==> src/rtl/mc_pkg.sv <==
// Shared definitions for the MIPS-lite multi-cycle controller:
// opcode/funct constants, datapath select encodings, FSM state
// encodings and the one-hot instruction class used by decode and FSM.
package mc_pkg;

  // Opcode field values (instr[31:26])
  localparam logic [5:0] OP_RTYPE = 6'b000000;
  localparam logic [5:0] OP_ORI   = 6'b001101;
  localparam logic [5:0] OP_LUI   = 6'b001111;
  localparam logic [5:0] OP_LW    = 6'b100011;
  localparam logic [5:0] OP_SW    = 6'b101011;
  localparam logic [5:0] OP_BEQ   = 6'b000100;
  localparam logic [5:0] OP_JAL   = 6'b000011;

  // Funct field values for R-type (instr[5:0])
  localparam logic [5:0] FN_ADDU  = 6'b100001;
  localparam logic [5:0] FN_SUBU  = 6'b100011;
  localparam logic [5:0] FN_JR    = 6'b001000;

  // Next-PC source
  localparam logic [1:0] PCSEL_PC4 = 2'b00;
  localparam logic [1:0] PCSEL_BR  = 2'b01;
  localparam logic [1:0] PCSEL_J   = 2'b10;
  localparam logic [1:0] PCSEL_JR  = 2'b11;

  // Write-register select
  localparam logic [1:0] RD_RT = 2'b00;
  localparam logic [1:0] RD_RD = 2'b01;
  localparam logic [1:0] RD_RA = 2'b10;

  // GRF write-data select
  localparam logic [1:0] WD_ALU = 2'b00;
  localparam logic [1:0] WD_MDR = 2'b01;
  localparam logic [1:0] WD_PC  = 2'b10;

  // ALU operation
  localparam logic [2:0] ALU_ADD = 3'b000;
  localparam logic [2:0] ALU_SUB = 3'b001;
  localparam logic [2:0] ALU_OR  = 3'b010;

  // Immediate extension
  localparam logic [1:0] EXT_ZERO = 2'b00;
  localparam logic [1:0] EXT_SIGN = 2'b01;
  localparam logic [1:0] EXT_LUI  = 2'b10;

  // FSM state encodings (also exported on the debug state port)
  typedef enum logic [3:0] {
    S_FETCH  = 4'd0,
    S_DECODE = 4'd1,
    S_EXE    = 4'd2,
    S_ALUWB  = 4'd3,
    S_MEMADR = 4'd4,
    S_MEMRD  = 4'd5,
    S_MEMWR  = 4'd6,
    S_MEMWB  = 4'd7,
    S_BRANCH = 4'd8,
    S_HALT   = 4'd9
  } mc_state_e;

  // One-hot instruction class; exactly one field is set for any instr
  typedef struct packed {
    logic addu;
    logic subu;
    logic ori;
    logic lui;
    logic lw;
    logic sw;
    logic beq;
    logic jal;
    logic jr;
    logic illegal;
  } mc_class_t;

endpackage

==> src/rtl/mc_decode.sv <==
// Combinational instruction classifier: maps the IR contents to a
// one-hot instruction class. Anything not recognised is flagged illegal.
module mc_decode
  import mc_pkg::*;
(
  input  logic [31:0] instr_i,
  output mc_class_t   cls_o
);

  logic [5:0] op_s;
  logic [5:0] funct_s;
  logic       unused_s;

  assign op_s     = instr_i[31:26];
  assign funct_s  = instr_i[5:0];
  // Register/immediate fields are irrelevant to classification
  assign unused_s = ^instr_i[25:6];

  // Classify by opcode, and by funct for R-type
  always_comb begin
    cls_o = '0;
    case (op_s)
      OP_RTYPE: begin
        case (funct_s)
          FN_ADDU: cls_o.addu    = 1'b1;
          FN_SUBU: cls_o.subu    = 1'b1;
          FN_JR:   cls_o.jr      = 1'b1;
          default: cls_o.illegal = 1'b1;
        endcase
      end
      OP_ORI:  cls_o.ori     = 1'b1;
      OP_LUI:  cls_o.lui     = 1'b1;
      OP_LW:   cls_o.lw      = 1'b1;
      OP_SW:   cls_o.sw      = 1'b1;
      OP_BEQ:  cls_o.beq     = 1'b1;
      OP_JAL:  cls_o.jal     = 1'b1;
      default: cls_o.illegal = 1'b1;
    endcase
  end

endmodule

==> src/rtl/mc_controller.sv <==
// Multi-cycle control FSM for the MIPS-lite core. Sequences the shared
// PC/IR/GRF/ALU/DM datapath; all controls are decoded from the current
// state and the instruction class.
// Build option: define ILLEGAL_HALT_EN to trap undecodable instructions
// in a sticky HALT state (halted=1) instead of treating them as nops.
module mc_controller
  import mc_pkg::*;
#(
  parameter int STATE_W = 4
) (
  input  logic               clk,
  input  logic               reset,
  input  logic [31:0]        instr,
  input  logic               zero,
  output logic               PCWrite,
  output logic [1:0]         PCSel,
  output logic               IRWrite,
  output logic               RegWrite,
  output logic [1:0]         RegDst,
  output logic [1:0]         WDSel,
  output logic               ALUSrc,
  output logic [2:0]         ALUOp,
  output logic [1:0]         EXTOp,
  output logic               MemWrite,
  output logic [STATE_W-1:0] state,
  output logic               halted
);

  mc_state_e state_q;
  mc_state_e state_d;
  mc_class_t cls_s;

  logic pc_write_s;
  logic ir_write_s;
  logic reg_write_s;
  logic mem_write_s;
  logic halted_s;

  mc_decode u_decode (
    .instr_i (instr),
    .cls_o   (cls_s)
  );

  // State register; reset restarts at FETCH from anywhere
  always_ff @(posedge clk) begin
    if (reset) begin
      state_q <= S_FETCH;
    end else begin
      state_q <= state_d;
    end
  end

  // Next-state and per-state control decode
  always_comb begin
    state_d     = S_FETCH;
    pc_write_s  = 1'b0;
    ir_write_s  = 1'b0;
    reg_write_s = 1'b0;
    mem_write_s = 1'b0;
    halted_s    = 1'b0;
    PCSel       = PCSEL_PC4;
    RegDst      = RD_RT;
    WDSel       = WD_ALU;
    ALUSrc      = 1'b0;
    ALUOp       = ALU_ADD;
    EXTOp       = EXT_ZERO;
    case (state_q)
      S_FETCH: begin
        ir_write_s = 1'b1;
        pc_write_s = 1'b1;
        state_d    = S_DECODE;
      end
      S_DECODE: begin
        if (cls_s.jal) begin
          // Link and jump complete in one cycle; PC already holds PC+4
          reg_write_s = 1'b1;
          RegDst      = RD_RA;
          WDSel       = WD_PC;
          pc_write_s  = 1'b1;
          PCSel       = PCSEL_J;
          state_d     = S_FETCH;
        end else if (cls_s.jr) begin
          pc_write_s = 1'b1;
          PCSel      = PCSEL_JR;
          state_d    = S_FETCH;
        end else if (cls_s.beq) begin
          state_d = S_BRANCH;
        end else if (cls_s.lw || cls_s.sw) begin
          state_d = S_MEMADR;
        end else if (cls_s.addu || cls_s.subu || cls_s.ori || cls_s.lui) begin
          state_d = S_EXE;
        end else begin
`ifdef ILLEGAL_HALT_EN
          state_d = S_HALT;
`else
          state_d = S_FETCH;
`endif
        end
      end
      S_EXE: begin
        if (cls_s.subu) begin
          ALUOp = ALU_SUB;
        end else if (cls_s.ori) begin
          ALUOp  = ALU_OR;
          ALUSrc = 1'b1;
          EXTOp  = EXT_ZERO;
        end else if (cls_s.lui) begin
          // rs is $0 for lui, so OR with the shifted immediate yields it
          ALUOp  = ALU_OR;
          ALUSrc = 1'b1;
          EXTOp  = EXT_LUI;
        end else begin
          ALUOp = ALU_ADD;
        end
        state_d = S_ALUWB;
      end
      S_ALUWB: begin
        reg_write_s = 1'b1;
        WDSel       = WD_ALU;
        RegDst      = (cls_s.addu || cls_s.subu) ? RD_RD : RD_RT;
        state_d     = S_FETCH;
      end
      S_MEMADR: begin
        ALUOp   = ALU_ADD;
        ALUSrc  = 1'b1;
        EXTOp   = EXT_SIGN;
        state_d = cls_s.sw ? S_MEMWR : S_MEMRD;
      end
      S_MEMWR: begin
        mem_write_s = 1'b1;
        state_d     = S_FETCH;
      end
      S_MEMRD: begin
        state_d = S_MEMWB;
      end
      S_MEMWB: begin
        reg_write_s = 1'b1;
        RegDst      = RD_RT;
        WDSel       = WD_MDR;
        state_d     = S_FETCH;
      end
      S_BRANCH: begin
        ALUOp      = ALU_SUB;
        ALUSrc     = 1'b0;
        EXTOp      = EXT_SIGN;
        pc_write_s = zero;
        PCSel      = PCSEL_BR;
        state_d    = S_FETCH;
      end
`ifdef ILLEGAL_HALT_EN
      S_HALT: begin
        halted_s = 1'b1;
        state_d  = S_HALT;
      end
`endif
      default: begin
        state_d = S_FETCH;
      end
    endcase
  end

  // Write enables are suppressed for as long as reset is held
  always_comb begin
    if (reset) begin
      PCWrite  = 1'b0;
      IRWrite  = 1'b0;
      RegWrite = 1'b0;
      MemWrite = 1'b0;
    end else begin
      PCWrite  = pc_write_s;
      IRWrite  = ir_write_s;
      RegWrite = reg_write_s;
      MemWrite = mem_write_s;
    end
  end

  assign state  = STATE_W'(state_q);
  assign halted = halted_s;

endmodule

==> config.mk <==
export PLATFORM = sky130hd
export DESIGN_NAME = mc_controller
export DESIGN_NICKNAME = d
export VERILOG_FILES = /design/src/rtl/mc_pkg.sv /design/src/rtl/mc_decode.sv /design/src/rtl/mc_controller.sv
export SDC_FILE = /design/constraint.sdc
export NUM_CORES = 1
export LEC_CHECK = 0
export BUFFER_PORTS_ARGS = -buffer_cell sky130_fd_sc_hd__buf_2
export CELL_PAD_IN_SITES_DETAIL_PLACEMENT = 0
export CELL_PAD_IN_SITES_GLOBAL_PLACEMENT = 2
export CORE_MARGIN = 2
export CORE_UTILIZATION = 16
export CTS_BUF_LIST = sky130_fd_sc_hd__clkbuf_4 sky130_fd_sc_hd__clkbuf_8
export DETAILED_ROUTE_END_ITERATION = 10
export PLACE_DENSITY = 0.88
export RECOVER_POWER = 50
export SYNTH_ARGS = -nofsm -noshare
export SYNTH_HDL_FRONTEND = slang
export SYNTH_SLANG_ARGS = --single-unit
==> constraint.sdc <==
create_clock -name clk -period 1.7 [get_ports clk]
set_input_delay 0.34 -clock clk [delete_from_list [all_inputs] [get_ports clk]]
set_output_delay 0.34 -clock clk [all_outputs]
set_load 0.01 [all_outputs]
[Word-level counts from Yosys, hierarchy flattened]
Index checks and enable logic that the tools add are counted.
Storage, ports and cells
  register bits: 4
  latch bits: 0
  RAM bits: 0
  memory bits (read-only): 0
  bits of input ports: 35
  output and inout bits: 21
  memories: 0
Cells by class
  add/sub/neg operators: 0
  multiply operators: 0
  div/mod/pow operators: 0
  order comparisons: 0
  equality and inequality tests: 17
  shift operators: 0
  mux-type cells: 48
  bitwise gates (word level): 0
  reduce and logical (&&, ||, !) cells: 8
Operator list (number)
  $eq A6 B6 Y1 const B: 4
  $mux W2: 12
  $mux W1: 23
  $pmux W2 S2: 5
  $pmux W4 S5: 1
  $eq A6 B4 Y1 const B: 3
  $eq A4 B3 Y1 const B: 4
  $mux W4: 3
  $eq A4 B2 Y1 const B: 2
  $eq A6 B2 Y1 const B: 1
  $eq A6 B3 Y1 const B: 1
  $logic_not A6 Y1: 1
  $eq A4 B1 Y1 const B: 1
  $eq A4 B4 Y1 const B: 1
  $logic_not A4 Y1: 1
  $logic_or A1 B1 Y1: 4
  $pmux W1 S2: 2
  $reduce_or A2 Y1: 2
  $mux W3: 1
  $pmux W1 S3: 1

[Logic depth before layout (Yosys ltp)]
Gate-level depths: netlist of run 1.
  depth after elaboration: 12
  depth in mapped cells: 5
  depth with buffers taken out: 4

[Cells and area by module]
Synthesis of run 1 repeated with hierarchy kept, for this count alone.
Second synthesis, totals
  cells, all modules: 93
  area, all modules: 650.6 µm²
By module, submodules not included
  mc_controller: instances 1, cells an instance 65, area each 469.2 µm²
  mc_decode: instances 1, cells an instance 28, area each 181.4 µm²

[Least setup slack after synthesis of run 1]
Ideal clock, no wire load.
  path kind: register -> output
  start point: register state_q[2] (netlist: state[2])
  end point: output WDSel[1]
  arrival time: 1.372 ns
  data required time: 1.360 ns
  path slack: -0.012 ns
  cell stages (with the launch flop): 5
  cells stage by stage: dfxtp_1 -> buf_6 -> or4b_4 -> nor2_1 -> buf_4
Between the ends
  word-level cells in the longest chain between the ends: 2
  elaborated cells between the ends (all ways): 3
RTL lines
  from (decl): RTL line mc_controller.sv:29  | mc_state_e state_q;
  from (signal assigned): RTL line mc_controller.sv:49  | state_q <= state_d;
  $eq A4 B3 Y1 or $eq A4 B1 Y1 (tied branches): RTL line mc_controller.sv:67  | case (state_q)
  $pmux W2 S2 *: RTL line mc_controller.sv:67
  to (decl): RTL line mc_controller.sv:20  | output logic [1:0] WDSel,
Mark *: on every way between the ends. The rest lies on a longest branch, timed or not.

[Worst setup path after layout of run 1]
  start point: register state_q[1] (netlist: state[1])
  end point: output PCWrite
Between the ends
  word-level cells in the longest chain between the ends: 3
  elaborated cells between the ends (all ways): 5
RTL lines
  $eq A4 B4 Y1, or another cell as far along: RTL line mc_controller.sv:67
  $pmux W1 S3 *: RTL line mc_controller.sv:67
  $mux W1 *: RTL line mc_controller.sv:164  | if (reset) begin
  to (decl): RTL line mc_controller.sv:15  | output logic PCWrite,
Marked as above.

==> reports/metrics.csv, run 1 <==
stage,metric,value,unit
outcome,status,finished with violations,
outcome,failing checks,negative setup slack,
timing,Finish-stage setup viols,12,
synthesis,Synth Cell Area,538,sq um
clocking,hold buffer count at CTS,0,
worst_setup_path,Setup Crit Path Kind,flop to output pin,
power,Pleak,0.478,nW
clocking,CTS Buf Count,3,
timing,Clock Skew,0.00426,ns
synthesis,"FF+latch count, synth",4,
cells_and_area,most frequent cells in the layout,"buf_2 (27), buf_4 (17), buf_6 (9)",
routing,# DRC,0,
placed_design,dpl cell area,856,sq um
clocking,CTS tree,done,
routing,DR iter-0 viols,8,
synthesis,asr flop ratio synth,0,%
grt,global-route usage over all layers,10.1,%
routing,drt pass-1 iters,4,
routing,Avg WL per Cell,11.4,microns
floorplanning,Core Footprint,3280,sq um
worst_setup_path,CP max stage cell,or4b_4,
grt,grt met1 use,12.1,%
floorplanning,die footprint,3840,sq um
power,pwr dens,323,nW/um^2
floorplanning,Ports,56,
worst_setup_path,CP bufs+invs,1,
floorplanning,Die W,62.0,microns
synthesis,Post-synth EDFFs,0,
cells_and_area,NumNets Final,163,
timing,fin. max-slew vios,0,
worst_setup_path,Crit. End Element,output pin,
routing,post-route ant nets,0,
cells_and_area,Largest register FFs,4,
floorplanning,die height,62.0,microns
timing,Fin. Hold Viols,0,
worst_setup_path,crit-path max FO,3,
synthesis,Avg Inst Size Synth,7.47,sq um
synthesis,post-synthesis sequential area ratio,14.9,%
grt,grt met3 use,1.66,%
clocking,H-tree levels,1,
power,peak supply drop,0.142,mV
placed_design,placed wire-length estimate,1.50,mm
worst_setup_path,CP cell instances,"or4b_4, a21o_1, a21oi_2, buf_2",
cells_and_area,design area,1090,sq um
placed_design,pre-CTS WS,-0.196,ns
synthesis,Synth area leaders,"dfxtp_1 (15%), nor4b_2 (8.4%), or4b_4 (5.1%)",
clocking,clock sink total,4,
placed_design,RePlAce Congestion,0.809,
worst_setup_path,Crit path max-delay family,simple AND/OR/NAND/NOR gates,
routing,final wirelength,1.97,mm
grt,largest net degree at the start of global routing,13,
synthesis,Yosys warnings,0,
floorplanning,Initial Util,16.4,%
grt,GRT overflow,0,
worst_setup_path,Startpoint Class,flop,
placed_design,I/O Buffers,33,
run,maxcap violations,0,
floorplanning,Rows,21,
routing,via count,744,
synthesis,Synth cell types,40,
cells_and_area,fillcell total,351,
synthesis,largest area contributor in the netlist,dfxtp_1,
synthesis,Cells after Synth,72,
cells_and_area,"most common cell after layout, fill and taps aside",buf_2,
synthesis,most used flip-flop cell after synthesis,dfxtp_1,
cells_and_area,layout cell share with drive strength beyond 1,65.1,%
timing,final worst slack,-0.174,ns
min_path,HP Class,primary input to flop,
grt,Top Usage Layer GRT,met2,
cells_and_area,n_diodes,0,
timing,"Min Clock Period, post-route",1.87,ns
clocking,Root Driver,clkbuf_4,
timing,unrepaired setup endpoints after global routing,yes,
grt,global-route wire length before repair,2.83,mm
worst_setup_path,"Req. time, crit path",1.36,ns
timing,fmax,0.534,GHz
worst_setup_path,critical path arrival,1.53,ns
cells_and_area,fin util,33.1,%
clocking,Clock Pin Slew Worst Setup and Hold Paths,0.04,ns
synthesis,Synth top area share,14.9,%
grt,vias in the first global route,645,
routing,drt via density,4.33,
grt,met2 global-route usage,17.3,%
clocking,"Clk Latency, worst-skew pair",0.23,ns
grt,initial antenna violation count,0,
power,final total power,0.000351,W
cells_and_area,Layout area overhead,102,%
clocking,CTS Buffer Depth,2,
worst_setup_path,"Largest stage delay, worst path",0.55,ns
timing,final period utilization,110,%
[power by group]
part	switching, W	internal [W]	total [W]
Clock	0.0000352	0.0000787	0.000114
Combinational	0.0000632	0.0000734	0.000137
Sequential	0.00000322	0.0000975	0.000101
Total	0.000102	0.000250	0.000351
[stage by stage]
stage          hold slack (ns)  instances  setup TNS (ns)
5_1_grt                  0.367        172           -2.45
4_1_cts                  0.364        167           -1.05
2_1_floorplan            0.413         73        -0.00317
3_3_place_gp             0.617        162           -1.33
6_report                 0.363        172           -1.24
3_5_place_dp             0.619        162           -1.43
[final timing paths]
check / from / endpoint / slack, ns / cells after the start
setup / recovery: state[1]$_SDFF_PP0_ / PCWrite / -0.17 / 4
hold / removal: reset / state[0]$_SDFF_PP0_ / 0.36 / 2
setup reg to reg: state[2]$_SDFF_PP0_ / state[2]$_SDFF_PP0_ / 0.01 / 5
hold reg to reg: state[1]$_SDFF_PP0_ / state[3]$_SDFF_PP0_ / 0.67 / 3
[synthesized netlist by cell type (2+ instances only)]
master,number
a21oi_1,2
buf_2,2
buf_4,3
buf_6,2
dfxtp_1,4
nand2_1,6
nand2b_1,3
nand3_1,2
nand4_1,2
nor2_1,7
nor3_1,5
nor4_1,2
nor4b_2,3
o21ai_1,2
or4b_4,2
[cell type report]
type / count / area [sq um] / area share, %
Clock buffer: 3 / 22.5 / 2.07
Inverter: 2 / 7.51 / 0.691
Multi-Input combinational cell: 60 / 518 / 47.7
Sequential cell: 4 / 83.8 / 7.72
Tap cell: 46 / 57.6 / 5.30
Timing Repair Buffer: 57 / 397 / 36.5
[repair_timing]
action                                  4_1_cts  5_1_grt
setup buffers                                 2        4
resized for setup                            19       12
endpoints found under the setup margin       12       14
cloned                                        0        1
pin swaps                                     6        7
[cells by family (layout without fill, tap and decap cells)]
logic type / count (synthesis) / in the layout / share of synthesized area [%]
XOR/XNOR: 1 / 1 / 1.63
other: 1 / 2 / 0.697
flip-flops: 4 / 4 / 14.9
buffers and inverters: 9 / 62 / 11.6
AND/OR/NAND/NOR: 43 / 43 / 52.6
AO/OA/AOI/OAI: 14 / 14 / 18.6
[metal layers]
layer	share of wire, %	up-vias
met5	0	-
met1	42	343
li1	-	372
met2	50	27
met4	0.97	0
met3	6.7	2
Note: power is estimated with default switching activity, not from simulation.
==> run 2: changes to the inputs <==
- CELL_PAD_IN_SITES_GLOBAL_PLACEMENT: 2 -> 1
- CORE_UTILIZATION: 16 -> 22
==> reports/metrics.csv, run 2 (synthesis gave the netlist of run 1 again) <==
stage,metric,value,unit
outcome,status,finished with violations,
outcome,failing checks,negative setup slack,
routing,via count,772,
cells_and_area,layout cell share with drive strength beyond 1,65.4,%
cells_and_area,"most common cell after layout, fill and taps aside",buf_2,
placed_design,# placed instances,143,
cells_and_area,design area,1070,sq um
worst_setup_path,R2R setup slack,0.12,ns
cells_and_area,n_diodes,0,
timing,Finish-stage setup viols,11,
clocking,H-tree levels,1,
grt,largest net degree at the start of global routing,13,
cells_and_area,most frequent cells in the layout,"buf_2 (30), buf_4 (16), buf_6 (8)",
worst_setup_path,R2R cell count,5,
floorplanning,Initial Util,23.9,%
grt,global-route wire length before repair,2.99,mm
timing,fin. max-slew vios,0,
worst_setup_path,CP bufs+invs,1,
floorplanning,Ports,56,
run,maxcap violations,0,
routing,DR iter-0 viols,9,
floorplanning,Core Footprint,2250,sq um
timing,Fin. Hold Viols,0,
min_path,HP Class,primary input to flop,
timing,"Min Clock Period, post-route",1.88,ns
routing,drt pass-1 iters,4,
grt,initial antenna violation count,0,
worst_setup_path,worst reg2reg path endpoint,state[2]$_SDFF_PP0_,
min_path,Worst Hold End,state[0]$_SDFF_PP0_,
worst_setup_path,Startpoint Class,flop,
grt,global-route usage over all layers,14.4,%
worst_setup_path,crit-path max FO,4,
cells_and_area,fillcell total,251,
grt,GRT overflow,0,
worst_setup_path,Crit. End Element,output pin,
floorplanning,Die W,53.5,microns
cells_and_area,NumNets Final,164,
timing,unrepaired setup endpoints after global routing,yes,
routing,Avg WL per Cell,13.2,microns
worst_setup_path,"Req. time, crit path",1.36,ns
placed_design,placed wire-length estimate,1.45,mm
clocking,Clock Pin Slew Worst Setup and Hold Paths,0.04,ns
clocking,clock sink total,4,
worst_setup_path,Crit path max-delay family,simple AND/OR/NAND/NOR gates,
worst_setup_path,CP cell instances,"or4b_4, a21o_1, a21oi_2, buf_2",
floorplanning,Rows,17,
cells_and_area,Largest register FFs,4,
clocking,CTS tree,done,
clocking,hold buffer count at CTS,0,
min_path,hold path depth,2,
power,peak supply drop,0.177,mV
routing,post-route ant nets,0,
timing,final period utilization,111,%
placed_design,pre-CTS WS,-0.170,ns
floorplanning,die height,53.5,microns
worst_setup_path,critical path arrival,1.54,ns
worst_setup_path,CP max stage cell,or4b_4,
routing,drt via density,4.98,
power,pwr dens,340,nW/um^2
routing,final wirelength,2.05,mm
min_path,HP Start,reset,
placed_design,dpl cell area,813,sq um
routing,# DRC,0,
placed_design,I/O Buffers,33,
timing,final worst slack,-0.181,ns
timing,Clock Skew,0.00190,ns
cells_and_area,Layout area overhead,98.4,%
clocking,"Clk Latency, worst-skew pair",0.24,ns
clocking,CTS Buffer Depth,2,
timing,setup TNS,-1.34,ns
floorplanning,die footprint,2860,sq um
grt,vias in the first global route,675,
clocking,Root Driver,clkbuf_4,
timing,fmax,0.532,GHz
worst_setup_path,Setup Crit Path Kind,flop to output pin,
clocking,CTS Buf Count,3,
cells_and_area,Finished Layout Cells,155,
worst_setup_path,RR Startpoint,state[2]$_SDFF_PP0_,
worst_setup_path,"Largest stage delay, worst path",0.57,ns
placed_design,RePlAce Congestion,0.775,
power,Pleak,0.483,nW
## run 2: worst max path at each step
stage,cells past startpoint,endpoint,start
final,4,PCWrite,state[2]$_SDFF_PP0_
after floorplan,4,RegWrite,state[2]$_SDFF_PP0_
after CTS,4,PCWrite,state[2]$_SDFF_PP0_
after detailed placement,7,PCWrite,instr[30]
after global placement,7,PCWrite,instr[30]
after global routing,4,PCWrite,state[2]$_SDFF_PP0_
## run 2: timing repair
action / 4_1_cts / 5_1_grt
pin swaps: 5 / 11
gates resized for setup: 17 / 18
buffers inserted: 4 / 4
setup endpoints to repair: 12 / 13
cloned: 0 / 1
## run 2: area by class of cell
cell class	instances	area [sq um]	share of cell area [%]
Multi-Input combinational cell	60	534	50.1
Timing Repair Buffer	58	387	36.2
Sequential cell	4	81.3	7.62
Tap cell	28	35.0	3.28
Clock buffer	3	22.5	2.11
Inverter	2	7.51	0.703
## run 2: per-stage QoR
| step | utilization (%) | hold slack, ns | power [W] |
|---|---|---|---|
| finish | 47.3 | 0.399 | 0.000363 |
| global placement | 36.1 | 0.563 | 0.000203 |
| detailed placement | 36.1 | 0.582 | 0.000207 |
| CTS | 42.5 | 0.378 | 0.000346 |
| global route | 47.3 | 0.424 | 0.000380 |
| floorplan | - | 0.413 | 0.000154 |
## run 2: routing by layer
| metal | GRT usage (%) | wire length, microns | vias up |
|---|---|---|---|
| met4 | 5.13 | 17 | 0 |
| met1 | 17.8 | 825 | 362 |
| met2 | 25.5 | 1090 | 31 |
| li1 | - | - | 377 |
| met3 | 1.13 | 118 | 2 |
| met5 | 0 | 0 | - |
## run 2: report_power, final
part	switching (W)	internal, W	leakage [nW]
Sequential	0.00000202	0.0000971	0.0331
Clock	0.0000387	0.0000789	0.0138
Combinational	0.0000679	0.0000779	0.436
Total	0.000109	0.000254	0.483
## run 2: worst reg2reg max path: stages, from the launching register on
cell and delay, ns:
dfxtp_1 0.30, buf_4 0.19, or2_4 0.26, a211o_1 0.36
or3_1 0.33, o31ai_1 0.07
